==> config.mk <==
export PLATFORM = sky130hd
export DESIGN_NAME = min2_scan_ctrl
export DESIGN_NICKNAME = d
export VERILOG_FILES = /design/src/rtl/min2_scan_ctrl_pkg.sv /design/src/rtl/min2_scan_ctrl_pick2_min4.sv /design/src/rtl/min2_scan_ctrl.sv
export SDC_FILE = /design/constraint.sdc
export NUM_CORES = 1
export LEC_CHECK = 0
export CELL_PAD_IN_SITES_DETAIL_PLACEMENT = 1
export CELL_PAD_IN_SITES_GLOBAL_PLACEMENT = 2
export CORE_ASPECT_RATIO = 1.75
export CORE_UTILIZATION = 35
export DETAILED_ROUTE_END_ITERATION = 6
export PLACE_DENSITY_LB_ADDON = 0.1
export SLEW_MARGIN = 20
export SYNTH_ARGS = -nofsm -noshare
export SYNTH_HDL_FRONTEND = slang
export SYNTH_HIERARCHICAL = 1
export SYNTH_SLANG_ARGS = --single-unit
==> constraint.sdc <==
create_clock -name clk -period 25.1 [get_ports clk]
set_input_delay 5.02 -clock clk [delete_from_list [all_inputs] [get_ports clk]]
set_output_delay 5.02 -clock clk [all_outputs]
set_load 0.01 [all_outputs]
==> src/rtl/min2_scan_ctrl_pkg.sv <==
// Shared definitions for the two-minimum scan controller.
// Holds the bank geometry, weight width, saturation limit and FSM state encoding.
package min2_scan_ctrl_pkg;

    localparam int DEPTH = 128;
    localparam int W     = 11;
    localparam int AW    = 7;

    localparam logic [W-1:0] SAT_MAX = 11'd2047;

    typedef enum logic [2:0] {
        IDLE,
        SCAN,
        DRAIN,
        WR1,
        WR2,
        DONE
    } state_t;

endpackage

==> src/rtl/min2_scan_ctrl_pick2_min4.sv <==
// pick2_min4: combinational selection of the two smallest nonzero of four candidates.
// Ports: val[4]/addr[4] candidates in priority order; min1/min2 (+addr) out, 0 when empty.
module pick2_min4
    import min2_scan_ctrl_pkg::*;
(
    input  logic [W-1:0] val  [4],
    input  logic [7:0]   addr [4],
    output logic [W-1:0] min1,
    output logic [7:0]   min1_addr,
    output logic [W-1:0] min2,
    output logic [7:0]   min2_addr
);

    logic       h1;
    logic       h2;
    logic [1:0] i1;
    logic [1:0] i2;

    // Strict less-than keeps the earlier candidate on ties, so the
    // retained pair beats new data and bank0 beats bank1.
    always_comb begin
        h1 = 1'b0;
        i1 = 2'd0;
        h2 = 1'b0;
        i2 = 2'd0;
        for (int i = 0; i < 4; i++) begin
            if (val[i] != '0 && (!h1 || val[i] < val[i1])) begin
                h1 = 1'b1;
                i1 = i[1:0];
            end
        end
        for (int i = 0; i < 4; i++) begin
            if (val[i] != '0 && i[1:0] != i1 &&
                (!h2 || val[i] < val[i2])) begin
                h2 = 1'b1;
                i2 = i[1:0];
            end
        end
        min1      = h1 ? val[i1]  : '0;
        min1_addr = h1 ? addr[i1] : '0;
        min2      = h2 ? val[i2]  : '0;
        min2_addr = h2 ? addr[i2] : '0;
    end

endmodule

==> src/rtl/min2_scan_ctrl.sv <==
// Scans two weight banks in lockstep, keeps the two smallest nonzero entries,
// and optionally merges them (sum into min1 slot, zero into min2 slot).
// Ports: clk/rst (sync, active-high); start/len/merge_en request; busy/done/found,
// min1/min2 with {index,bank} addresses; rd_en/rd_addr/rd_data0/1 bank read;
// wr_en0/wr_en1/wr_addr/wr_data bank write-back.
module min2_scan_ctrl
    import min2_scan_ctrl_pkg::*;
(
    input  logic          clk,
    input  logic          rst,
    input  logic          start,
    input  logic [7:0]    len,
    input  logic          merge_en,
    output logic          busy,
    output logic          done,
    output logic [1:0]    found,
    output logic [W-1:0]  min1,
    output logic [W-1:0]  min2,
    output logic [7:0]    min1_addr,
    output logic [7:0]    min2_addr,
    output logic          rd_en,
    output logic [AW-1:0] rd_addr,
    input  logic [W-1:0]  rd_data0,
    input  logic [W-1:0]  rd_data1,
    output logic          wr_en0,
    output logic          wr_en1,
    output logic [AW-1:0] wr_addr,
    output logic [W-1:0]  wr_data
);

    state_t        state;
    state_t        state_d;
    logic [AW-1:0] idx;
    logic [AW-1:0] last;
    logic          merge_q;
    logic          vld;
    logic [AW-1:0] vld_idx;

    logic [W-1:0]  cand_val  [4];
    logic [7:0]    cand_addr [4];
    logic [W-1:0]  p1;
    logic [W-1:0]  p2;
    logic [7:0]    p1_addr;
    logic [7:0]    p2_addr;
    logic [1:0]    found_n;
    logic [W:0]    sum;
    logic [W-1:0]  sum_sat;

    assign cand_val[0]  = min1;
    assign cand_val[1]  = min2;
    assign cand_val[2]  = rd_data0;
    assign cand_val[3]  = rd_data1;
    assign cand_addr[0] = min1_addr;
    assign cand_addr[1] = min2_addr;
    assign cand_addr[2] = {vld_idx, 1'b0};
    assign cand_addr[3] = {vld_idx, 1'b1};

    pick2_min4 u_pick (
        .val       (cand_val),
        .addr      (cand_addr),
        .min1      (p1),
        .min1_addr (p1_addr),
        .min2      (p2),
        .min2_addr (p2_addr)
    );

    assign found_n = {1'b0, p1 != '0} + {1'b0, p2 != '0};
    assign sum     = {1'b0, min1} + {1'b0, min2};
    assign sum_sat = sum[W] ? SAT_MAX : sum[W-1:0];

    always_ff @(posedge clk) begin
        if (rst) begin
            state     <= IDLE;
            idx       <= '0;
            last      <= '0;
            merge_q   <= 1'b0;
            vld       <= 1'b0;
            vld_idx   <= '0;
            found     <= '0;
            min1      <= '0;
            min2      <= '0;
            min1_addr <= '0;
            min2_addr <= '0;
        end else begin
            state   <= state_d;
            // Read data lags the strobe by one cycle; remember which index it is.
            vld     <= (state == SCAN);
            vld_idx <= idx;
            if (state == IDLE && start) begin
                idx       <= '0;
                last      <= (len >= 8'(DEPTH)) ? AW'(DEPTH - 1)
                                                : len[AW-1:0] - 1'b1;
                merge_q   <= merge_en;
                found     <= '0;
                min1      <= '0;
                min2      <= '0;
                min1_addr <= '0;
                min2_addr <= '0;
            end else begin
                if (state == SCAN) begin
                    idx <= idx + 1'b1;
                end
                if (vld) begin
                    found     <= found_n;
                    min1      <= p1;
                    min2      <= p2;
                    min1_addr <= p1_addr;
                    min2_addr <= p2_addr;
                end
            end
        end
    end

    // DRAIN ranks the final read, so the merge decision uses the fresh count.
    always_comb begin
        state_d = state;
        unique case (state)
            IDLE:    if (start) state_d = (len == 8'd0) ? DONE : SCAN;
            SCAN:    if (idx == last) state_d = DRAIN;
            DRAIN:   state_d = (merge_q && found_n == 2'd2) ? WR1 : DONE;
            WR1:     state_d = WR2;
            WR2:     state_d = DONE;
            DONE:    state_d = IDLE;
            default: state_d = IDLE;
        endcase
    end

    always_comb begin
        busy    = (state != IDLE);
        done    = (state == DONE);
        rd_en   = (state == SCAN);
        rd_addr = (state == SCAN) ? idx : '0;
        wr_en0  = 1'b0;
        wr_en1  = 1'b0;
        wr_addr = '0;
        wr_data = '0;
        if (state == WR1) begin
            wr_en0  = ~min1_addr[0];
            wr_en1  = min1_addr[0];
            wr_addr = min1_addr[7:1];
            wr_data = sum_sat;
        end else if (state == WR2) begin
            wr_en0  = ~min2_addr[0];
            wr_en1  = min2_addr[0];
            wr_addr = min2_addr[7:1];
            wr_data = '0;
        end
    end

endmodule
## Word level (Yosys, flattened, before mapping)

Index checks and enable logic that the tools add are counted.

| storage, ports and cells | value |
|---|---|
| bits in registers | 66 |
| input bits | 34 |
| output and inout bits | 70 |
| logic and storage cells | 140 |

| cells by class | value |
|---|---|
| add/subtract/negate cells | 4 |
| $lt $le $gt $ge | 12 |
| eq/ne operators | 12 |
| multiplexer cells | 57 |
| bitwise operators | 8 |
| reduce and logical (&&, ||, !) cells | 36 |

Operators with widths:

| operator | count |
|---|---|
| 11-bit 2-to-1 mux | 16 |
| 11-bit binary-select mux with 2-bit select | 6 |
| 11-bit nonzero test | 6 |
| 11-bit less-than comparator | 5 |
| 8-bit 2-to-1 mux | 6 |
| 8-bit binary-select mux with 2-bit select | 2 |
| 7-bit 2-to-1 mux | 4 |
| 3-bit >= comparator (second input constant) | 6 |
| 2-bit NOT with 3-bit output | 6 |
| 3-bit one-hot mux with 5 select lines | 1 |
| 1-bit 2-to-1 mux | 14 |
| 11-bit by 11-bit adder with 12-bit output | 1 |
| 1-bit logical AND | 12 |
| 3-bit 2-to-1 mux | 4 |
| 8-bit >= comparator (second input constant) | 1 |
| 8-bit zero test | 1 |
| 2-bit 2-to-1 mux | 4 |
| 7-bit by 1-bit adder with 7-bit output (second input constant) | 1 |
| 7-bit == test | 1 |
| 7-bit by 1-bit subtractor with 7-bit output (second input constant) | 1 |
| 3-bit by 2-bit == test with 1-bit output (second input constant) | 2 |
| 3-bit == test (second input constant) | 2 |
| 1-bit zero test | 6 |
| 1-bit logical OR | 6 |
| other kinds (13) | 15 |

## Depth between registers and ports, before layout

| depth | value |
|---|---|
| depth in word-level cells | 56 |
| depth in mapped cells | 63 |
| gate-level depth less buffers | 55 |

## Modules after synthesis

Netlist, hierarchy kept.

By module, submodules not included:

| module | instances | cells an instance | area an instance (um2) | seq. area each (um2) |
|---|---|---|---|---|
| min2_scan_ctrl | 1 | 370 | 3365.7 | 1321.3 |
| pick2_min4 | 1 | 446 | 3221.8 | 0.0 |

## Worst setup path before layout

Ideal clock, no wire load.

| timing | value |
|---|---|
| kind | in2reg |
| from | input port rd_data0[5] |
| to | register state[2] |
| library setup time | 65 ps |
| arrival | 14817 ps |
| required time | 25035 ps |
| path slack | 10218 ps |
| cell stages on the path | 51 |
| path buffers | 5 |
| cells stage by stage | ha_1 -> a21oi_1 -> a211oi_1 -> a211o_1 -> a21oi_1 -> o21ai_4 -> clkbuf_1 -> nand2_1 -> o21ai_0 -> ha_1 -> a211oi_1 -> o21ai_0 -> a221oi_2 -> nand2_1 -> o21bai_1 -> a211oi_4 -> nor2_1 -> buf_2 -> (+15 left out) -> a21o_1 -> a21o_1 -> a21oi_1 -> o21ai_0 -> nand3_1 -> nand2_1 -> a2111oi_4 -> a221o_4 -> buf_8 -> a221oi_2 -> nor4_1 -> nand3_1 -> ha_1 -> nand2_1 -> nor2_1 -> nor3b_1 -> nor3_1 -> nor2_1 |

| between the ends | value |
|---|---|
| longest elaborated chain between the ends | 49 |
| elaborated cells on any way between the ends | 70 |
| classes of those cells | add/sub (1); order compare (4); eq/ne (4); mux (33); bitwise (5); reduce/logical (23) |

RTL lines:

| element | line | text |
|---|---|---|
| start: declaration | min2_scan_ctrl.sv:23 | `input logic [W-1:0] rd_data0,` |
| 11-bit binary-select mux with 2-bit select | min2_scan_ctrl_pick2_min4.sv:27 | `if (val[i] != '0 && (!h1 \|\| val[i] < val[i1])) begin` |
| 11-bit 2-to-1 mux (implied by the code) (2 in series) | min2_scan_ctrl_pick2_min4.sv:27 |  |
| 11-bit less-than comparator | min2_scan_ctrl_pick2_min4.sv:27 |  |
| 1-bit logical OR | min2_scan_ctrl_pick2_min4.sv:27 |  |
| 1-bit logical AND | min2_scan_ctrl_pick2_min4.sv:27 |  |
| 2-bit 2-to-1 mux | min2_scan_ctrl_pick2_min4.sv:27 |  |
| 2-bit NOT with 3-bit output (implied by the code) | min2_scan_ctrl_pick2_min4.sv:27 |  |
| 11-bit binary-select mux with 2-bit select | min2_scan_ctrl_pick2_min4.sv:27 |  |
| (+33 left out) | n/a |  |
| 11-bit 2-to-1 mux (*) | min2_scan_ctrl_pick2_min4.sv:41 | `min2 = h2 ? val[i2] : '0;` |
| named net p2[3] | min2_scan_ctrl.sv:42 | `logic [W-1:0] p2;` |
| 11-bit nonzero test (*) | min2_scan_ctrl.sv:67 | `assign found_n = {1'b0, p1 != '0} + {1'b0, p2 != '0};` |
| 1-bit by 1-bit adder with 2-bit output (*) | min2_scan_ctrl.sv:67 |  |
| 2-bit == test (*) | min2_scan_ctrl.sv:120 | `DRAIN: state_d = (merge_q && found_n == 2'd2) ? WR1 : DONE;` |
| 1-bit logical AND (*) | min2_scan_ctrl.sv:120 |  |
| 3-bit 2-to-1 mux (*) | min2_scan_ctrl.sv:120 |  |
| 3-bit one-hot mux with 5 select lines (*) | min2_scan_ctrl.sv:117 | `unique case (state)` |
| end signal: assignment | min2_scan_ctrl.sv:85 | `state <= state_d;` |
| end: declaration | min2_scan_ctrl.sv:31 | `state_t state;` |

Mark *: on every way through the listed nets, which the timed path passes. The rest lies on a longest branch. The select of a mux whose other input is x is not followed.
A chain may end at the register's enable or synchronous reset.

## Worst setup path after layout

| timing | value |
|---|---|
| from | input port rd_data0[8] |
| to | register state[2] |

The elaborated chain is that of the path after synthesis.

==> flow_summary.json <==
{
  "synth.distinct_cells": 80,
  "start_util_pct": 35.6,
  "highest_layer": "met4",
  "synth-async-reset-ratio_pct": 0,
  "die_h_um": 183,
  "wl_met2_mm": 15.8,
  "wl_met3_mm": 1.07,
  "rsz0062_at_grt": "false",
  "cts_tree": "done",
  "clock_sinks": 66,
  "core_um2": 18500,
  "synthFlopType": "dfxtp_1",
  "start_kind": "input pin",
  "fin_util_pct": 44.1,
  "first_pass_iters": 5,
  "yosysTopAreaCell": "dfxtp_1",
  "dp_cells": 1125,
  "timing.final.crit_share_pct": 71.0,
  "whs_ns": 0.470,
  "cts.path.max_buffers": 2,
  "drv_slew": 0,
  "syn-instance-count": 816,
  "grt_usage_pct": 30.5,
  "fin_cells": 1141,
  "routed_wl_mm": 29.1,
  "finalSetupViolCount": 0,
  "drtAntennaViolNets": 0,
  "die_w_um": 106,
  "maxSlewHeadroom_pct": 23.4,
  "clk_latency_ns": 0.33,
  "wl_met1_mm": 10.1,
  "ys_ff_latch": 66,
  "synth_commonest_cells": "99 x nor2_1, 79 x mux2i_1, 66 x dfxtp_1",
  "post_cts_resized": 0,
  "finalCriticalPeriod_ns": 17.82,
  "critical_path.top_delay_family": "compound AO/OA/AOI/OAI gates",
  "cp.required_ns": 25.37,
  "hold_viol_final": 0,
  "layout-drive-gt1-share_pct": 8.53,
  "cpPeakStageDelay_ns": 0.77,
  "overflow": 0,
  "critical_path_class": "in -> reg",
  "hold_buffers": 0,
  "fin_nets": 998,
  "htree_levels": 3,
  "wl_per_cell_um": 25.5,
  "cts_setup_buffers": 0,
  "clk_pin_slew_ns": 0.06,
  "via_count": 6807,
  "synth_edf_count": 0,
  "dp_hpwl_mm": 23.3,
  "seq_area_frac_synth_pct": 20.1,
  "first_iter_violations": 272,
  "ys.warnings.count": 6,
  "drv_cap": 0,
  "root_buffer": "clkbuf_16",
  "gp_congestion": 1.01,
  "die_area_um2": 19400,
  "grt_max_degree": 48,
  "grt_pass1_vias": 7440,
  "worst_ep_arrival_time_ns": 18.08,
  "critPathSlowestCell": "a2111oi_1",
  "status": "finished, final reports clean",
  "area_growth_pct": 23.9,
  "drc": 0,
  "synthTopCellsByArea": "dfxtp_1 20%, ha_1 12%, mux2i_1 12%, nor2_1 5.6%, a21oi_1 3.6%",
  "clock_skew_ns": 0.00582,
  "row_count": 66,
  "cts_buffers": 9,
  "clock.fmax_mhz": 56.1,
  "antenna_cells": 0,
  "fin_setup_tns_ns": 0,
  "grt_pass1_wl_mm": 44.1,
  "syn_avg_cell_area_um2": 8.07,
  "worst-slew-pin-transition_ns": 1.14,
  "grt_antenna_before_repair": 0,
  "hp-class": "reg -> reg",
  "avgViaCountPerCell": 5.97,
  "mappedNetlistArea_um2": 6590,
  "critical_path.endpoint_type": "register",
  "port_buffers": 103,
  "yosysTopAreaCellShare_pct": 20.1,
  "crit_fanout": 29,
  "pin_count": 104,
  "cp_num_buf_inv": 2,
  "critPathMostFrequentCell": "o21ai_0",
  "synth_most_common_cell": "nor2_1"
}
==> cells in the final DEF, fill, tap and decap left out, types with 23 or more instances in the layout <==
cell               n
nor4_1            23
inv_1             42
ha_1              65
dfxtp_1           65
mux2i_1           79
nand2_1           60
o21ai_0           42
a21oi_1           47
nor2_1            98
clkdlybuf4s50_1  103
==> flip-flops by register name, summed over array words and instances, names as in the netlist, 2 cells and up <==
register,flops
min1,11
vld_idx,7
state,3
last,7
idx,7
min2,11
min2_addr,8
min1_addr,8
found,2
==> cell type report <==
type                    instances  area, um^2
clock inverters                 6         114
fillers                      2237       10300
flip-flops and latches         66        1320
well taps                     238         298
repair buffers                108        1070
clock buffers                  10         239
multi-input cells             670        4960
inverters                      43         161
==> kinds of logic (layout without fill, tap and decap cells) <==
logic type	after synthesis	count (layout)	synth area share [%]
flops	66	66	20.1
simple gates	281	281	20.5
xor+xnor	23	23	3.06
buf+inv	82	167	5.01
compound gates	209	209	25.1
mux	87	87	13.4
other cells	2	4	0.114
fa+ha+maj	66	66	12.6
==> tightest hold or removal path: stages, from the launching register on <==
cell	delay, ns
dfxtp_1	0.32
nand2_1	0.05
a21oi_1	0.05
==> worst paths after layout <==
| check | startpoint | end | slack, ns | cells after the start |
|---|---|---|---|---|
| min | merge_q | merge_q | 0.47 | 2 |
| max reg2reg | min1[2] | state[2] | 9.63 | 53 |
| max | rd_data0[8] | state[2] | 7.28 | 46 |
| min reg2reg | merge_q | merge_q | 0.47 | 2 |
==> stage by stage <==
step                      setup slack, ns  area [um^2]
after floorplan                     10.22         6600
after global placement               6.90         7800
after detailed placement             6.60         7800
after CTS                            6.87         8150
after global routing                 6.68         8160
final                                7.28         8160
==> per-layer routing <==
metal / global-route usage (%) / vias to the layer above
met1: 29.2 / 3351
li1: - / 3162
met2: 58.9 / 207
met4: 20.9 / 0
met5: 0 / -
met3: 4.15 / 87
Power is left out: the tool's default activity adds up to more than one toggle a clock period on the data nets, which glitch-free logic cannot reach.
